==> src/rtl/rv32_enc_pkg.sv <==
// Shared definitions for the RV32I instruction encoder: class codes,
// base opcodes and rejection reasons.
package rv32_enc_pkg;

  typedef enum logic [3:0] {
    LOAD   = 4'd0,
    STORE  = 4'd1,
    RTYPE  = 4'd2,
    ITYPE  = 4'd3,
    BRANCH = 4'd4,
    JAL    = 4'd5,
    JALR   = 4'd6,
    LUI    = 4'd7,
    AUIPC  = 4'd8
  } instr_class_e;

  localparam logic [6:0] OP_LOAD   = 7'b0000011;
  localparam logic [6:0] OP_STORE  = 7'b0100011;
  localparam logic [6:0] OP_RTYPE  = 7'b0110011;
  localparam logic [6:0] OP_ITYPE  = 7'b0010011;
  localparam logic [6:0] OP_BRANCH = 7'b1100011;
  localparam logic [6:0] OP_JAL    = 7'b1101111;
  localparam logic [6:0] OP_JALR   = 7'b1100111;
  localparam logic [6:0] OP_LUI    = 7'b0110111;
  localparam logic [6:0] OP_AUIPC  = 7'b0010111;

  localparam logic [2:0] ERR_NONE   = 3'd0;
  localparam logic [2:0] ERR_CLASS  = 3'd1;
  localparam logic [2:0] ERR_IMM_IS = 3'd2;
  localparam logic [2:0] ERR_IMM_B  = 3'd3;
  localparam logic [2:0] ERR_IMM_J  = 3'd4;
  localparam logic [2:0] ERR_IMM_U  = 3'd5;
  localparam logic [2:0] ERR_SHAMT  = 3'd6;
  localparam logic [2:0] ERR_ALT    = 3'd7;

endpackage

==> src/rtl/instr_encoder_pack.sv <==
// Combinational field packer: assembles the RV32I word for one request and
// reports the first validation failure, if any.
module instr_pack
  import rv32_enc_pkg::*;
(
  input  logic [3:0]  cls,
  input  logic [4:0]  rd,
  input  logic [4:0]  rs1,
  input  logic [4:0]  rs2,
  input  logic [2:0]  funct3,
  input  logic        alt,
  input  logic [31:0] imm,
  output logic [31:0] instr,
  output logic        err,
  output logic [2:0]  err_code
);

  logic signed [31:0] simm;
  logic fits_is, fits_b, fits_j, is_shift;

  assign simm     = imm;
  assign fits_is  = (simm >= -32'sd2048) && (simm <= 32'sd2047);
  assign fits_b   = (simm >= -32'sd4096) && (simm <= 32'sd4094);
  assign fits_j   = (simm >= -32'sd1048576) && (simm <= 32'sd1048574);
  assign is_shift = (funct3 == 3'b001) || (funct3 == 3'b101);

  always_comb begin
    instr    = '0;
    err_code = ERR_NONE;
    case (cls)
      LOAD: begin
        if (!fits_is) err_code = ERR_IMM_IS;
        instr = {imm[11:0], rs1, funct3, rd, OP_LOAD};
      end
      STORE: begin
        if (!fits_is) err_code = ERR_IMM_IS;
        instr = {imm[11:5], rs2, rs1, funct3, imm[4:0], OP_STORE};
      end
      RTYPE: begin
        if (alt && (funct3 != 3'b000) && (funct3 != 3'b101)) err_code = ERR_ALT;
        instr = {1'b0, alt, 5'b00000, rs2, rs1, funct3, rd, OP_RTYPE};
      end
      ITYPE: begin
        // Range is checked before shift amount so the lower code wins.
        if (!fits_is) err_code = ERR_IMM_IS;
        else if (is_shift && ((simm < 32'sd0) || (simm > 32'sd31))) err_code = ERR_SHAMT;
        if (is_shift) instr = {1'b0, alt, 5'b00000, imm[4:0], rs1, funct3, rd, OP_ITYPE};
        else          instr = {imm[11:0], rs1, funct3, rd, OP_ITYPE};
      end
      BRANCH: begin
        if (!fits_b || imm[0]) err_code = ERR_IMM_B;
        instr = {imm[12], imm[10:5], rs2, rs1, funct3, imm[4:1], imm[11], OP_BRANCH};
      end
      JAL: begin
        if (!fits_j || imm[0]) err_code = ERR_IMM_J;
        instr = {imm[20], imm[10:1], imm[11], imm[19:12], rd, OP_JAL};
      end
      JALR: begin
        if (!fits_is) err_code = ERR_IMM_IS;
        instr = {imm[11:0], rs1, 3'b000, rd, OP_JALR};
      end
      LUI: begin
        if (imm[11:0] != 12'd0) err_code = ERR_IMM_U;
        instr = {imm[31:12], rd, OP_LUI};
      end
      AUIPC: begin
        if (imm[11:0] != 12'd0) err_code = ERR_IMM_U;
        instr = {imm[31:12], rd, OP_AUIPC};
      end
      default: err_code = ERR_CLASS;
    endcase
  end

  assign err = (err_code != ERR_NONE);

endmodule

==> src/rtl/instr_encoder.sv <==
// Streaming RV32I encoder: one output register with valid/ready, an
// auto-incrementing byte address and a saturating emitted-word counter.
module instr_encoder
  import rv32_enc_pkg::*;
#(
  parameter int                ADDR_W    = 32,
  parameter logic [ADDR_W-1:0] BASE_ADDR = '0
) (
  input  logic              clk,
  input  logic              rst,
  input  logic              in_valid,
  output logic              in_ready,
  input  logic [3:0]        in_class,
  input  logic [4:0]        in_rd,
  input  logic [4:0]        in_rs1,
  input  logic [4:0]        in_rs2,
  input  logic [2:0]        in_funct3,
  input  logic              in_alt,
  input  logic [31:0]       in_imm,
  input  logic              addr_load,
  input  logic [ADDR_W-1:0] addr_base,
  output logic              out_valid,
  input  logic              out_ready,
  output logic [31:0]       out_instr,
  output logic [ADDR_W-1:0] out_addr,
  output logic              err_valid,
  output logic [2:0]        err_code,
  output logic [15:0]       word_count
);

  logic [31:0]       pack_instr;
  logic              pack_err;
  logic [2:0]        pack_code;
  logic [ADDR_W-1:0] counter;
  logic [ADDR_W-1:0] next_addr;
  logic              accept;
  logic              hs;

  instr_pack u_pack (
    .cls      (in_class),
    .rd       (in_rd),
    .rs1      (in_rs1),
    .rs2      (in_rs2),
    .funct3   (in_funct3),
    .alt      (in_alt),
    .imm      (in_imm),
    .instr    (pack_instr),
    .err      (pack_err),
    .err_code (pack_code)
  );

  assign in_ready = !out_valid || out_ready;
  assign accept   = in_valid && in_ready;
  assign hs       = out_valid && out_ready;

  // Address the next accepted word would get; also the counter's next value.
  always_comb begin
    next_addr = counter;
    if (hs)
      next_addr = counter + ADDR_W'(4);
    else if (addr_load && !out_valid)
      next_addr = {addr_base[ADDR_W-1:2], 2'b00};
  end

  always_ff @(posedge clk) begin
    if (!rst) begin
      counter    <= BASE_ADDR;
      out_valid  <= 1'b0;
      out_instr  <= '0;
      out_addr   <= BASE_ADDR;
      err_valid  <= 1'b0;
      err_code   <= '0;
      word_count <= '0;
    end else begin
      counter <= next_addr;
      if (accept && !pack_err) begin
        out_valid <= 1'b1;
        out_instr <= pack_instr;
        out_addr  <= next_addr;
      end else if (hs) begin
        out_valid <= 1'b0;
      end
      err_valid <= accept && pack_err;
      err_code  <= (accept && pack_err) ? pack_code : 3'd0;
      if (hs && (word_count != 16'hFFFF))
        word_count <= word_count + 16'd1;
    end
  end

endmodule

==> config.mk <==
export PLATFORM = sky130hd
export DESIGN_NAME = instr_encoder
export DESIGN_NICKNAME = d
export VERILOG_FILES = /design/src/rtl/rv32_enc_pkg.sv /design/src/rtl/instr_encoder_pack.sv /design/src/rtl/instr_encoder.sv
export SDC_FILE = /design/constraint.sdc
export NUM_CORES = 1
export LEC_CHECK = 0
export BUFFER_PORTS_ARGS = -buffer_cell sky130_fd_sc_hd__buf_2
export CAP_MARGIN = 10
export CORE_ASPECT_RATIO = 1.75
export CORE_MARGIN = 10
export CORE_UTILIZATION = 47
export CTS_CLUSTER_SIZE = 28
export DETAILED_ROUTE_END_ITERATION = 12
export MAX_ROUTING_LAYER = met4
export PLACE_DENSITY = 0.76
export SLEW_MARGIN = 20
export SYNTH_ARGS = -nofsm -noshare
export SYNTH_HDL_FRONTEND = slang
export SYNTH_SLANG_ARGS = --single-unit
==> constraint.sdc <==
create_clock -name clk -period 2.41 [get_ports clk]
set_input_delay 0.482 -clock clk [delete_from_list [all_inputs] [get_ports clk]]
set_output_delay 0.482 -clock clk [all_outputs]
set_load 0.005 [all_outputs]
==> flow_summary.toml <==
[synth]
synth.cell_area_um2 = 6170
yosysMostFrequentCell = "dfxtp_1"
syn-instance-count = 759
yosys-top-cells-count = "dfxtp_1, nand2_1, a21oi_1"
yosysSeqAreaShare_pct = 37.6
yosysTopAreaCell = "dfxtp_1"
synth_area_leaders = "dfxtp_1, nand2_1, a21oi_1"
synth_top_cell_area_share_pct = 37.6
synth_flop_cell = "dfxtp_1"
yosys_warnings = 0
syn_avg_cell_area_um2 = 8.13
synth_cell_types = 67
synthArstFlopShare_pct = 0
ys_ff_latch = 116
synth_edf_count = 0
syn_nets = 853

[clocking]
cts_buffer_depth = 2
cts-resized-gates = 0
tritoncts = "done"
cts-htree-levels = 4
cts_setup_buffers = 0
clk_latency_ns = 0.42
cts_root_buffer = "clkbuf_16"
clkTransAtPathRegs_ns = 0.05
postCtsHoldBufs = 0
cts_buffers = 17
clock_sinks = 116

[timing]
finalSetupViolCount = 0
hold_violations = 0
skew_ns = 0.00854
whs_ns = 0.334
worst_pin_slew_ns = 0.709
rsz0062_at_grt = "false"
max_slew_margin_pct = 52.1
setup_ws_ns = 0.150
fin_crit_ns = 2.26
min_period_over_period_pct = 93.8
finalMaxSlewViolations = 0
max_freq_ghz = 0.442
setup_tns_ns = 0

[power_and_ir_drop]
intPower_mw = 4.20
netSwitchingFraction_pct = 25.1
ir_drop_v = 0.000460
power_density_nw_per_um2 = 669
seqPwrFrac_pct = 37.0
clkPwrFrac_pct = 47.7
comb_power_share_pct = 15.3
p_sw_mw = 1.41
power.total_mw = 5.60
p_leak_nw = 3.75

[place]
post-place-ws_ns = -0.324
port_buffers = 175
dp_hpwl_um = 16500
placed_cell_area_um2 = 7720
dp.cells = 1133
gp_congestion = 0.977

[floorplan]
die_h_um = 172
dieWidth_um = 107
ios = 178
rows = 55
initial_core_util_pct = 47.7
design.die.area_um2 = 18300
core_area_um2 = 12900

[final_layout]
fin_cells = 1164
stdcell_area_um2 = 8380
post-route-util_pct = 64.7
area_delta_synth_final_pct = 35.7
diodes = 0
layout.nets = 1075
drive_gt1_share_pct = 32.6

[status]
status = "completed"

[routing]
drcViolationCount = 0
drt-initial-drc-count = 315
first_pass_iters = 5
dr_total_vias = 6665
wl_per_cell_um = 18.5
wirelength_um = 21500
viasPerCell = 5.73
antenna_left = 0

[worst_setup_path]
startpoint_type = "flip-flop"
r2r_slack_ns = 0.15
crit_family = "simple AND/OR/NAND/NOR gates"
end_kind = "flip-flop"
crit_required_ns = 2.72
r2r_start = "counter[6]"
cp-startpoint = "counter[6]"
slowest_delay_ns = 0.49
worstSetupPathType = "reg2reg"
rr_endpoint = "out_addr[23]"
cpMaxStageDelayCell = "or3_1"
setup.worst_path.end = "out_addr[23]"
crit_chain = "nand4_1, or3_1, nor3_1, nand2_1, and3_1, o21a_1, a21o_1"
arrival_ns = 2.57
critPathMaxFanout = 6
ff2ff_path_depth = 7
crit_buf_inv = 0
path_depth = 7

[global_routing]
grt_pass1_wl_um = 33400
grt_pass1_vias = 6624
antenna_found_initial = 0
grt_usage_pct = 23.3
grt_max_degree = 49
grt-ovfl-total = 0

[run]
maxCapViolations = 0

[worst_hold_path]
hp-class = "in2reg"
-- worst min-delay path: cells and delay by family --
family          cells  cell delay, ns
compound gates      1            0.07
buf+inv             1            0.10
simple gates        1            0.05
-- how the worst min path moves through the flow --
stage / start / end / depth (start not counted)
floorplan: out_addr[12] / out_addr[12] / 2
global placement: out_addr[5] / out_addr[5] / 2
detailed placement: out_addr[8] / out_addr[8] / 2
CTS: addr_base[8] / counter[8] / 3
global route: addr_base[5] / counter[5] / 3
finish: addr_base[8] / counter[8] / 3
-- power by group through the flow --
stage / Combinational (mW) / Clock (mW) / Sequential (mW)
2_1_floorplan: 0.467 / 0 / 2.11
3_3_place_gp: 0.838 / 0 / 2.11
3_5_place_dp: 0.848 / 0 / 2.11
4_1_cts: 0.853 / 2.69 / 2.07
5_1_grt: 0.932 / 2.77 / 2.09
6_report: 0.857 / 2.67 / 2.08
-- cells by family (layout without fill, tap and decap cells) --
kind of cell	Yosys count	count (layout)	share of synthesized area [%]
and+or+nand+nor	296	296	23.3
AOI/OAI and AO/OA	238	238	27.0
DFF	116	116	37.6
buffers and inverters	66	300	5.21
muxes	24	24	4.09
xor gates and xnor gates	17	17	2.41
adders and majority gates	2	2	0.405
-- area by class of cell --
cell class,count,area (µm²)
clock buffers,22,474
clock inverters,9,151
fillers,1197,4560
inverters,9,33.8
multi-input cells,577,3580
flip-flops and latches,116,2320
well taps,171,214
repair buffers,260,1600
-- sequential cells by signal, indices dropped and copies added, names as in the netlist --
| register | count |
|---|---|
| counter | 32 |
| err_valid | 1 |
| out_instr | 31 |
| out_valid | 1 |
| err_code | 3 |
| out_addr | 32 |
| word_count | 16 |
-- cell usage in the layout (no fill, tap or decap), drive strengths merged, types with 5 or more instances in the layout --
cell type  instances
a211oi            13
a21o              17
a21oi             60
a222oi            12
a22o              16
a22oi             17
a31oi             11
and2              12
and3              13
buf              260
clkbuf            22
clkinv             7
dfxtp            116
inv                6
mux2i             23
nand2            110
nand2b             8
nand3             31
nand4             18
nor2              55
nor3              15
nor4               9
o21a               5
o21ai             42
o22ai              7
or3                6
xnor2              7
xor2              10
-- per-layer routing --
metal	global-route usage [%]	part of all wire, %	up-vias
met4	11.6	3.7	0
li1	-	-	3254
met2	43.5	55	250
met5	-	0	-
met1	22.4	36	3106
met3	4.12	5.1	55
(Power assumes the default switching activity.)
